==> config.mk <==
export PLATFORM = sky130hd
export DESIGN_NAME = imem_loader
export DESIGN_NICKNAME = d
export VERILOG_FILES = /design/src/rtl/imem_loader_pkg.sv /design/src/rtl/imem_byte_packer.sv /design/src/rtl/imem_loader.sv
export SDC_FILE = /design/constraint.sdc
export NUM_CORES = 1
export LEC_CHECK = 0
export CORE_MARGIN = 5
export CORE_UTILIZATION = 55
export DETAILED_ROUTE_END_ITERATION = 6
export MAX_ROUTING_LAYER = met4
export PLACE_DENSITY = 0.81
export SLEW_MARGIN = 15
export SYNTH_ARGS = -nofsm -noshare
export SYNTH_HDL_FRONTEND = slang
export SYNTH_HIERARCHICAL = 1
export SYNTH_SLANG_ARGS = --single-unit
==> constraint.sdc <==
create_clock -name clk -period 3.1 [get_ports clk]
set_input_delay 0.62 -clock clk [delete_from_list [all_inputs] [get_ports clk]]
set_output_delay 0.62 -clock clk [all_outputs]
set_load 0.1 [all_outputs]
==> src/rtl/imem_loader_pkg.sv <==
// Shared constants and state encoding for the instruction-memory loader.
// Sized for the default instruction memory; instances may override widths.
package imem_loader_pkg;
  localparam int MEM_ADDR_WIDTH = 10;
  localparam int IMEM_DEPTH = 1024;
  localparam int WORD_WIDTH = 32;
  localparam int BYTES_PER_WORD = 4;

  typedef enum logic [1:0] {
    LD_IDLE,
    LD_LOAD,
    LD_WRITE,
    LD_DONE
  } ld_state_e;
endpackage

==> src/rtl/imem_byte_packer.sv <==
// Little-endian byte-to-word assembly for the instruction-memory loader.
// Holds the byte index and the partially built word.
module imem_byte_packer
  import imem_loader_pkg::*;
(
  input  logic                  clk,
  input  logic                  reset,
  input  logic                  clr,
  input  logic                  shift_en,
  input  logic [7:0]            byte_in,
  output logic [WORD_WIDTH-1:0] word,
  output logic                  last_byte
);

  logic [1:0]            idx_q;
  logic [WORD_WIDTH-1:0] asm_q;

  always_ff @(posedge clk or posedge reset) begin
    if (reset) begin
      idx_q <= '0;
      asm_q <= '0;
    end else if (clr) begin
      idx_q <= '0;
      asm_q <= '0;
    end else if (shift_en) begin
      asm_q[{idx_q, 3'b000} +: 8] <= byte_in;
      idx_q <= idx_q + 2'd1;
    end
  end

  assign word = asm_q;
  assign last_byte = (idx_q == 2'(BYTES_PER_WORD - 1));

endmodule

==> src/rtl/imem_loader.sv <==
// Boot-link loader: packs a byte stream into words, writes the instruction
// memory and releases the core once the whole image is in place.
module imem_loader
  import imem_loader_pkg::*;
#(
  parameter int ADDR_WIDTH = MEM_ADDR_WIDTH,
  parameter int MEM_DEPTH  = IMEM_DEPTH,
  parameter int WORD_WIDTH = imem_loader_pkg::WORD_WIDTH
) (
  input  logic                  clk,
  input  logic                  reset,
  input  logic                  start,
  input  logic [ADDR_WIDTH:0]   num_words,
  input  logic                  abort,
  input  logic                  in_valid,
  input  logic [7:0]            in_data,
  output logic                  in_ready,
  output logic                  mem_we,
  output logic [ADDR_WIDTH-1:0] mem_addr,
  output logic [WORD_WIDTH-1:0] mem_wdata,
  output logic                  busy,
  output logic                  done,
  output logic                  cpu_hold
);

  localparam logic [ADDR_WIDTH:0] DEPTH_C = (ADDR_WIDTH + 1)'(MEM_DEPTH);

  ld_state_e             state_q, state_d;
  logic [ADDR_WIDTH:0]   cnt_q, cnt_d, clamp;
  logic [ADDR_WIDTH-1:0] addr_q, addr_d;
  logic [ADDR_WIDTH-1:0] waddr_q, waddr_d;
  logic [WORD_WIDTH-1:0] wdata_q, wdata_d;
  logic                  we_q, we_d;
  logic                  pk_clr, pk_shift, pk_last;
  logic [imem_loader_pkg::WORD_WIDTH-1:0] pk_word;

  imem_byte_packer u_packer (
    .clk       (clk),
    .reset     (reset),
    .clr       (pk_clr),
    .shift_en  (pk_shift),
    .byte_in   (in_data),
    .word      (pk_word),
    .last_byte (pk_last)
  );

  assign clamp    = (num_words > DEPTH_C) ? DEPTH_C : num_words;
  assign in_ready = (state_q == LD_LOAD) && !abort;
  assign pk_shift = in_valid && in_ready;
  assign busy     = (state_q == LD_LOAD) || (state_q == LD_WRITE);
  assign done     = (state_q == LD_DONE);
  assign cpu_hold = (state_q != LD_DONE);
  // abort squashes a write that is already registered for this cycle
  assign mem_we    = we_q && !abort;
  assign mem_addr  = waddr_q;
  assign mem_wdata = wdata_q;

  always_ff @(posedge clk or posedge reset) begin
    if (reset) begin
      state_q <= LD_IDLE;
      cnt_q   <= '0;
      addr_q  <= '0;
      waddr_q <= '0;
      wdata_q <= '0;
      we_q    <= 1'b0;
    end else begin
      state_q <= state_d;
      cnt_q   <= cnt_d;
      addr_q  <= addr_d;
      waddr_q <= waddr_d;
      wdata_q <= wdata_d;
      we_q    <= we_d;
    end
  end

  always_comb begin
    state_d = state_q;
    cnt_d   = cnt_q;
    addr_d  = addr_q;
    waddr_d = waddr_q;
    wdata_d = wdata_q;
    we_d    = 1'b0;
    pk_clr  = 1'b0;
    unique case (state_q)
      LD_IDLE, LD_DONE: begin
        if (start) begin
          cnt_d   = clamp;
          addr_d  = '0;
          pk_clr  = 1'b1;
          state_d = (clamp == '0) ? LD_DONE : LD_LOAD;
        end
      end
      LD_LOAD: begin
        if (abort) begin
          pk_clr  = 1'b1;
          state_d = LD_IDLE;
        end else if (pk_shift && pk_last) begin
          we_d    = 1'b1;
          waddr_d = addr_q;
          wdata_d = {in_data, pk_word[WORD_WIDTH-9:0]};
          state_d = LD_WRITE;
        end
      end
      LD_WRITE: begin
        if (abort) begin
          pk_clr  = 1'b1;
          state_d = LD_IDLE;
        end else if ({1'b0, addr_q} == cnt_q - 1'b1) begin
          state_d = LD_DONE;
        end else begin
          addr_d  = addr_q + 1'b1;
          state_d = LD_LOAD;
        end
      end
      default: state_d = LD_IDLE;
    endcase
  end

endmodule

==> results of run 1 <==
state kept, by name, indices dropped and copies added, names as in the netlist:
| register | flops |
|---|---|
| u_packer/idx_q | 2 |
| mem_wdata | 32 |
| state_q | 2 |
| cnt_q | 11 |
| mem_addr | 10 |
| addr_q | 10 |
| u_packer/word | 24 |
| we_q | 1 |
worst max-delay path, cell delays in order (launching register included):
cell and delay (ns):
sky130_fd_sc_hd__dfrtp_1 0.44, sky130_fd_sc_hd__inv_1 0.08, sky130_fd_sc_hd__ha_1 0.20, sky130_fd_sc_hd__or2b_2 0.33
sky130_fd_sc_hd__or4_4 0.50, sky130_fd_sc_hd__a2111oi_4 0.43, sky130_fd_sc_hd__nand2_4 0.13, sky130_fd_sc_hd__a211o_4 0.36
sky130_fd_sc_hd__nand2_4 0.08, sky130_fd_sc_hd__mux2_4 0.29
power breakdown:
group / switching (W) / internal (W) / leakage (nW)
clock: 0.000477 / 0.000395 / 0.110
sequential: 0.000158 / 0.00131 / 1.27
combinational: 0.000842 / 0.000499 / 1.17
stage by stage:
stage          instance area (sq um)  instances  total power (W)  setup WS, ns
4_1_cts                         5446        565         0.003709        0.1494
2_1_floorplan                   4552        387         0.002537        0.2994
6_report                        5446        565         0.003684        0.1471
3_3_place_gp                    5233        549         0.002792        0.2464
3_5_place_dp                    5233        549         0.002829        0.1887
5_1_grt                         5446        565         0.003893       0.04269
layer usage:
layer | share of wire | up-vias
li1 | - | 1553
met5 | 0 | -
met3 | 0.048 | 14
met1 | 0.41 | 1667
met4 | 0.017 | 0
met2 | 0.53 | 90
path summary, 6_finish.rpt:
check	startpoint	endpoint	slack [ns]	depth (start not counted)
min	u_packer/word[23]$_DFFE_PP0P_	u_packer/word[23]$_DFFE_PP0P_	0.50	1
max reg2reg	cnt_q[0]$_DFFE_PP0P_	addr_q[0]$_DFFE_PP0P_	0.15	9
min in group asynchronous	reset	mem_wdata[10]$_DFFE_PP0P_	0.62	2
max	cnt_q[0]$_DFFE_PP0P_	addr_q[0]$_DFFE_PP0P_	0.15	9
min reg2reg	u_packer/word[23]$_DFFE_PP0P_	u_packer/word[23]$_DFFE_PP0P_	0.50	1
max in group asynchronous	reset	u_packer/word[5]$_DFFE_PP0P_	1.68	2
cell usage in the layout (no fill, tap or decap), drive strengths merged, types with 2 or more instances in the layout:
cell / n
ha: 10
nand4b: 8
nand3: 9
xor2: 3
clkbuf: 9
o211ai: 2
inv: 18
nor3: 3
o21ai: 15
xnor2: 8
or3: 8
a32o: 7
nor2: 15
buf: 58
dfrtp: 92
o2bb2ai: 17
clkinv: 2
nor2b: 5
nor4b: 2
nand2b: 8
a211oi: 3
clkdlybuf4s50: 23
nand4: 10
a2111oi: 2
or4: 5
a22o: 5
a21oi: 13
and2: 10
and2b: 2
mux2: 44
and3: 2
nand2: 18
nor4: 4
cell type report:
class                      instances  share of cell area
tap                              105             0.02412
sequential                        92              0.4227
inverter                          14            0.009649
clock inverter                     7             0.01654
timing repair buffer              81              0.1245
multi-input combinational        257              0.3797
clock buffer                       9             0.02274
==> results.tsv, run 1 <==
metric	value	unit
run_status	finished, final reports clean	
placeableCoreArea	0.008134	sq mm
cp-start-kind	flop	
max_slew.worst_pin.slew	0.9750	ns
grt_first_pass_wirelength	17190	um
grt_setup_unrepaired	false	
vdd_ir_drop_max	0.5193	mV
power.density	676.3	mW/mm^2
grt_most_used_layer	met2	
finalNetCount	489	
port-buffer-count	70	
arrival	3.22	ns
final_hold_violation_count	0	
wirelength	10210	um
placement_rows	33	
numCtsBuffers	9	
clock_tree.root_cell	sky130_fd_sc_hd__clkbuf_8	
cts_tree	done	
grt_pass1_vias	3456	
grt_usage	0.2215	
cts-resized-gates	0	
dr_total_vias	3324	
detail_route.wl_per_cell	18.07	um
clock-skew-final	0.007281	ns
maxCapViolCount	0	
hpwl	7560	um
post_layout_util	0.6696	
setup-tns-final	0	ns
ff_latch_area	0.002302	sq mm
fp.dieW	101.0	um
mappedNetlistNets	421	
path_clk_slew	0.10	ns
worst-path-max-fanout	5	
period_utilization_post_route	0.9525	
count_of_mapped_cells_out_of_synthesis	387	
drt_first_iter_violations	122	
yosys_warnings	6	
cts-root-to-sink-buffers	2	
mappedNetlistArea	0.004549	sq mm
cts_setup_buffers	0	
drc_errors	0	
clock_latency	0.38	ns
flow.area_growth_from_synthesis	19.72	%
gp_congestion	0.8731	
final.hold.worst_slack	0.4981	ns
initial_antenna_violation_count	0	
syn_area_per_cell	11.76	sq um
grtUsageMet2	0.3767	
finalCriticalPeriod	2.953	ns
finish_stage_setup_viols	0	
grt_overflow_total	0	
ant_nets	0	
setup.worst_path.class	reg2reg	
crit_required	3.36	ns
timing.slew.headroom	0.3493	
postCtsHoldBufs	0	
antenna_cells_inserted	0	
gr-usage-met1	0.2690	
fmax	338.7	MHz
fp.dieArea	0.01019	sq mm
grt_met3_use	0.04291	
clock_sink_count	92	
timing.hold.worst.class	reg2reg	
fill_cells	627	
p_leak	2.550	nW
top_level_ports	71	
drive_gt1_frac	0.2978	
initial_core_utilization	0.5593	
floorplan.die.height	101.0	um
multi_input_comb_area	0.002068	sq mm
largest_net_degree_at_the_start_of_global_routing	27	
cp-end-kind	flop	
h-tree-depth	3	
drv_slew	0	
first_pass_iters	4	
post_drt_via_cell_ratio	5.883	
Power figures use the tool's default switching activity.
==> run 2: changes to the inputs <==
--- a/config.mk
+++ b/config.mk
@@ -9,7 +9,7 @@
 export CORE_UTILIZATION = 55
 export DETAILED_ROUTE_END_ITERATION = 6
 export MAX_ROUTING_LAYER = met4
-export PLACE_DENSITY = 0.81
+export PLACE_DENSITY_LB_ADDON = 0.12
 export SLEW_MARGIN = 15
 export SYNTH_ARGS = -nofsm -noshare
 export SYNTH_HDL_FRONTEND = slang
==> constraint.sdc (replaced) <==
create_clock -name clk -period 3.13 [get_ports clk]
set_input_delay 0.626 -clock clk [delete_from_list [all_inputs] [get_ports clk]]
set_output_delay 0.626 -clock clk [all_outputs]
set_load 0.1 [all_outputs]
==> run 2 against run 1 <==
  * First-iteration DRC count decreased by 3.3%
  * Global-route usage decreased by 0.70 points
  * Critical path type unchanged
  * Flip-flop and latch count unchanged
  * Fmax increased by 0.73%
  * Largest power group unchanged
  * Worst setup slack improved by 0.051 ns
  * Clock skew increased by 0.0016 ns
  * Combinational power about the same
  * Highest routed layer unchanged
==> results.tsv, run 2 (synthesized netlist as in run 1, its figures left out) <==
metric	value	unit	change
cts_tree	done		unchanged
setup-tns-final	0	ns	unchanged
holdPathEnd	u_packer/word[23]$_DFFE_PP0P_		unchanged
initial_core_utilization	0.5593		unchanged
cp-start-kind	flop		unchanged
fill_cells	641		was 627
initial_antenna_violation_count	0		unchanged
grt_usage	0.2145		was 0.2215
reg2reg_to	addr_q[0]$_DFFE_PP0P_		unchanged
largest_register_ffs	32		unchanged
cpPeakStageDelay	0.50	ns	about the same
final_hold_violation_count	0		unchanged
cts-root-to-sink-buffers	2		unchanged
drc_errors	0		unchanged
grt_setup_unrepaired	false		unchanged
worstPathCellList	inv_1, ha_1, or2b_2, or4_4, a2111oi_4, nand2_4, a211o_4, nand2_4, mux2_4		unchanged
reg_to_reg_critical_path_startpoint	cnt_q[0]$_DFFE_PP0P_		unchanged
power.density	662.1	mW/mm^2	was 676.3 mW/mm^2
clock-skew-final	0.008891	ns	was 0.007281 ns
finalCriticalPeriod	2.931	ns	was 2.953 ns
finish_stage_setup_viols	0		unchanged
detail_route.wl_per_cell	17.77	um	was 18.07 um
p_leak	2.537	nW	was 2.550 nW
post_layout_util	0.6682		was 0.6696
arrival	3.18	ns	was 3.22 ns
drive_gt1_frac	0.2910		was 0.2978
clock_sink_count	92		unchanged
drt_first_iter_violations	118		was 122
cts_setup_buffers	0		unchanged
fp.dieArea	0.01019	sq mm	unchanged
clock_latency	0.36	ns	was 0.38 ns
setup.worst_path.class	reg2reg		unchanged
port-buffer-count	70		unchanged
clock_tree.root_cell	sky130_fd_sc_hd__clkbuf_8		unchanged
antenna_cells_inserted	0		unchanged
worst-path-max-fanout	5		unchanged
maxCapViolCount	0		unchanged
timing.slew.headroom	0.4868		was 0.3493
hpwl	7186	um	was 7560 um
top_level_ports	71		unchanged
critical_path.slowest_cell	sky130_fd_sc_hd__or4_4		unchanged
holdPathStages	1		unchanged
grt_first_pass_wirelength	16950	um	was 17190 um
fmax	341.1	MHz	was 338.7 MHz
placeableCoreArea	0.008134	sq mm	unchanged
post_drt_via_cell_ratio	5.849		was 5.883
largest_net_degree_at_the_start_of_global_routing	44		was 27
dr_total_vias	3287		was 3324
flow.area_growth_from_synthesis	19.47	%	was 19.72%
crit_required	3.38	ns	was 3.36 ns
postCtsHoldBufs	0		unchanged
mostFrequentLayoutCells	sky130_fd_sc_hd__dfrtp_1 (92), sky130_fd_sc_hd__buf_4 (52), sky130_fd_sc_hd__mux2_2 (43)		was sky130_fd_sc_hd__dfrtp_1 (92), sky130_fd_sc_hd__buf_4 (57), sky130_fd_sc_hd__mux2_2 (43)
grt_pass1_vias	3459		was 3456
cts-resized-gates	0		unchanged
vdd_ir_drop_max	0.3596	mV	was 0.5193 mV
layout_commonest_cell	sky130_fd_sc_hd__dfrtp_1		unchanged
placement_rows	33		unchanged
path_clk_slew	0.09	ns	was 0.10 ns
finalNetCount	486		was 489
floorplan.die.height	101.0	um	unchanged
h-tree-depth	3		unchanged
grt_overflow_total	0		unchanged
final.hold.worst_slack	0.4969	ns	was 0.4981 ns
worst_hold_startpoint	u_packer/word[23]$_DFFE_PP0P_		unchanged
ant_nets	0		unchanged
run_status	finished, final reports clean		unchanged
reg2reg_depth	9		unchanged
setup.reg_to_reg.worst_slack	0.20	ns	was 0.15 ns
crit_path_frequent_cell	sky130_fd_sc_hd__nand2_4		unchanged
cp-end-kind	flop		unchanged
gp_congestion	0.9127		was 0.8731
max_slew.worst_pin.slew	0.7699	ns	was 0.9750 ns
fp.dieW	101.0	um	unchanged
numCtsBuffers	9		unchanged
wirelength	9987	um	was 10210 um
first_pass_iters	4		unchanged
timing.hold.worst.class	reg2reg		unchanged
drv_slew	0		unchanged
period_utilization_post_route	0.9366		was 0.9525
[run 2: cell types whose count changed in the layout (fill, tap and decap cells not counted), sizes merged]
cell | before | now
inv | 18 | 16
clkinv | 2 | 3
clkbuf | 9 | 10
buf | 58 | 55
[run 2: critical path, delay by kind of cell (launching register included)]
family                     cells  cell delay (ns)
AOI/OAI and AO/OA              2             0.81
adders and majority gates      1             0.19
buffers and inverters          1             0.08
DFF                            1             0.43
muxes                          1             0.29
and+or+nand+nor                4             1.04
[run 2: metrics by stage]
stage / total power, W / std cells / instance area [sq um] / setup WS, ns
2_1_floorplan: 0.002513 / 387 / 4552 / 0.3294
3_3_place_gp: 0.002739 / 546 / 5235 / 0.2777
3_5_place_dp: 0.002791 / 546 / 5235 / 0.1904
4_1_cts: 0.003616 / 562 / 5435 / 0.1833
5_1_grt: 0.003801 / 562 / 5435 / 0.07685
6_report: 0.003599 / 562 / 5435 / 0.1986
[run 2: how the worst max path moves through the flow]
stage	start	to	slack, ns	cells after the start
CTS	cnt_q[0]$_DFFE_PP0P_	addr_q[0]$_DFFE_PP0P_	0.18	9
floorplan	cnt_q[0]$_DFFE_PP0P_	addr_q[0]$_DFFE_PP0P_	0.33	9
detailed placement	cnt_q[0]$_DFFE_PP0P_	addr_q[0]$_DFFE_PP0P_	0.19	9
global placement	cnt_q[0]$_DFFE_PP0P_	addr_q[0]$_DFFE_PP0P_	0.28	9
finish	cnt_q[0]$_DFFE_PP0P_	addr_q[0]$_DFFE_PP0P_	0.20	9
global route	cnt_q[0]$_DFFE_PP0P_	addr_q[0]$_DFFE_PP0P_	0.08	9
[run 2: report_power, final]
part           leakage [nW]  total (W)  switching (W)  internal, W
Clock                 0.103   0.000822       0.000442     0.000380
Combinational          1.16    0.00133       0.000845     0.000483
Sequential             1.27    0.00145       0.000149      0.00130
[run 2: cell type report]
| type | count | area [sq um] | area share |
|---|---|---|---|
| Sequential cell | 92 | 2302 | 0.4236 |
| Multi-Input combinational cell | 257 | 2068 | 0.3805 |
| Timing Repair Buffer | 78 | 680.7 | 0.1252 |
| Tap cell | 105 | 131.4 | 0.02417 |
| Clock buffer | 10 | 127.6 | 0.02348 |
| Clock inverter | 6 | 72.57 | 0.01335 |
| Inverter | 14 | 52.55 | 0.009669 |
[run 2: routing by layer]
layer  GRT usage  part of all wire  up-vias  wire length, um
li1            -                 -     1557                -
met1      0.2677              0.43     1644             4302
met2      0.3549              0.52       74             5156
met3     0.03737             0.037       12              374
met4     0.07157             0.015        0              153
met5           -                 0        -                0
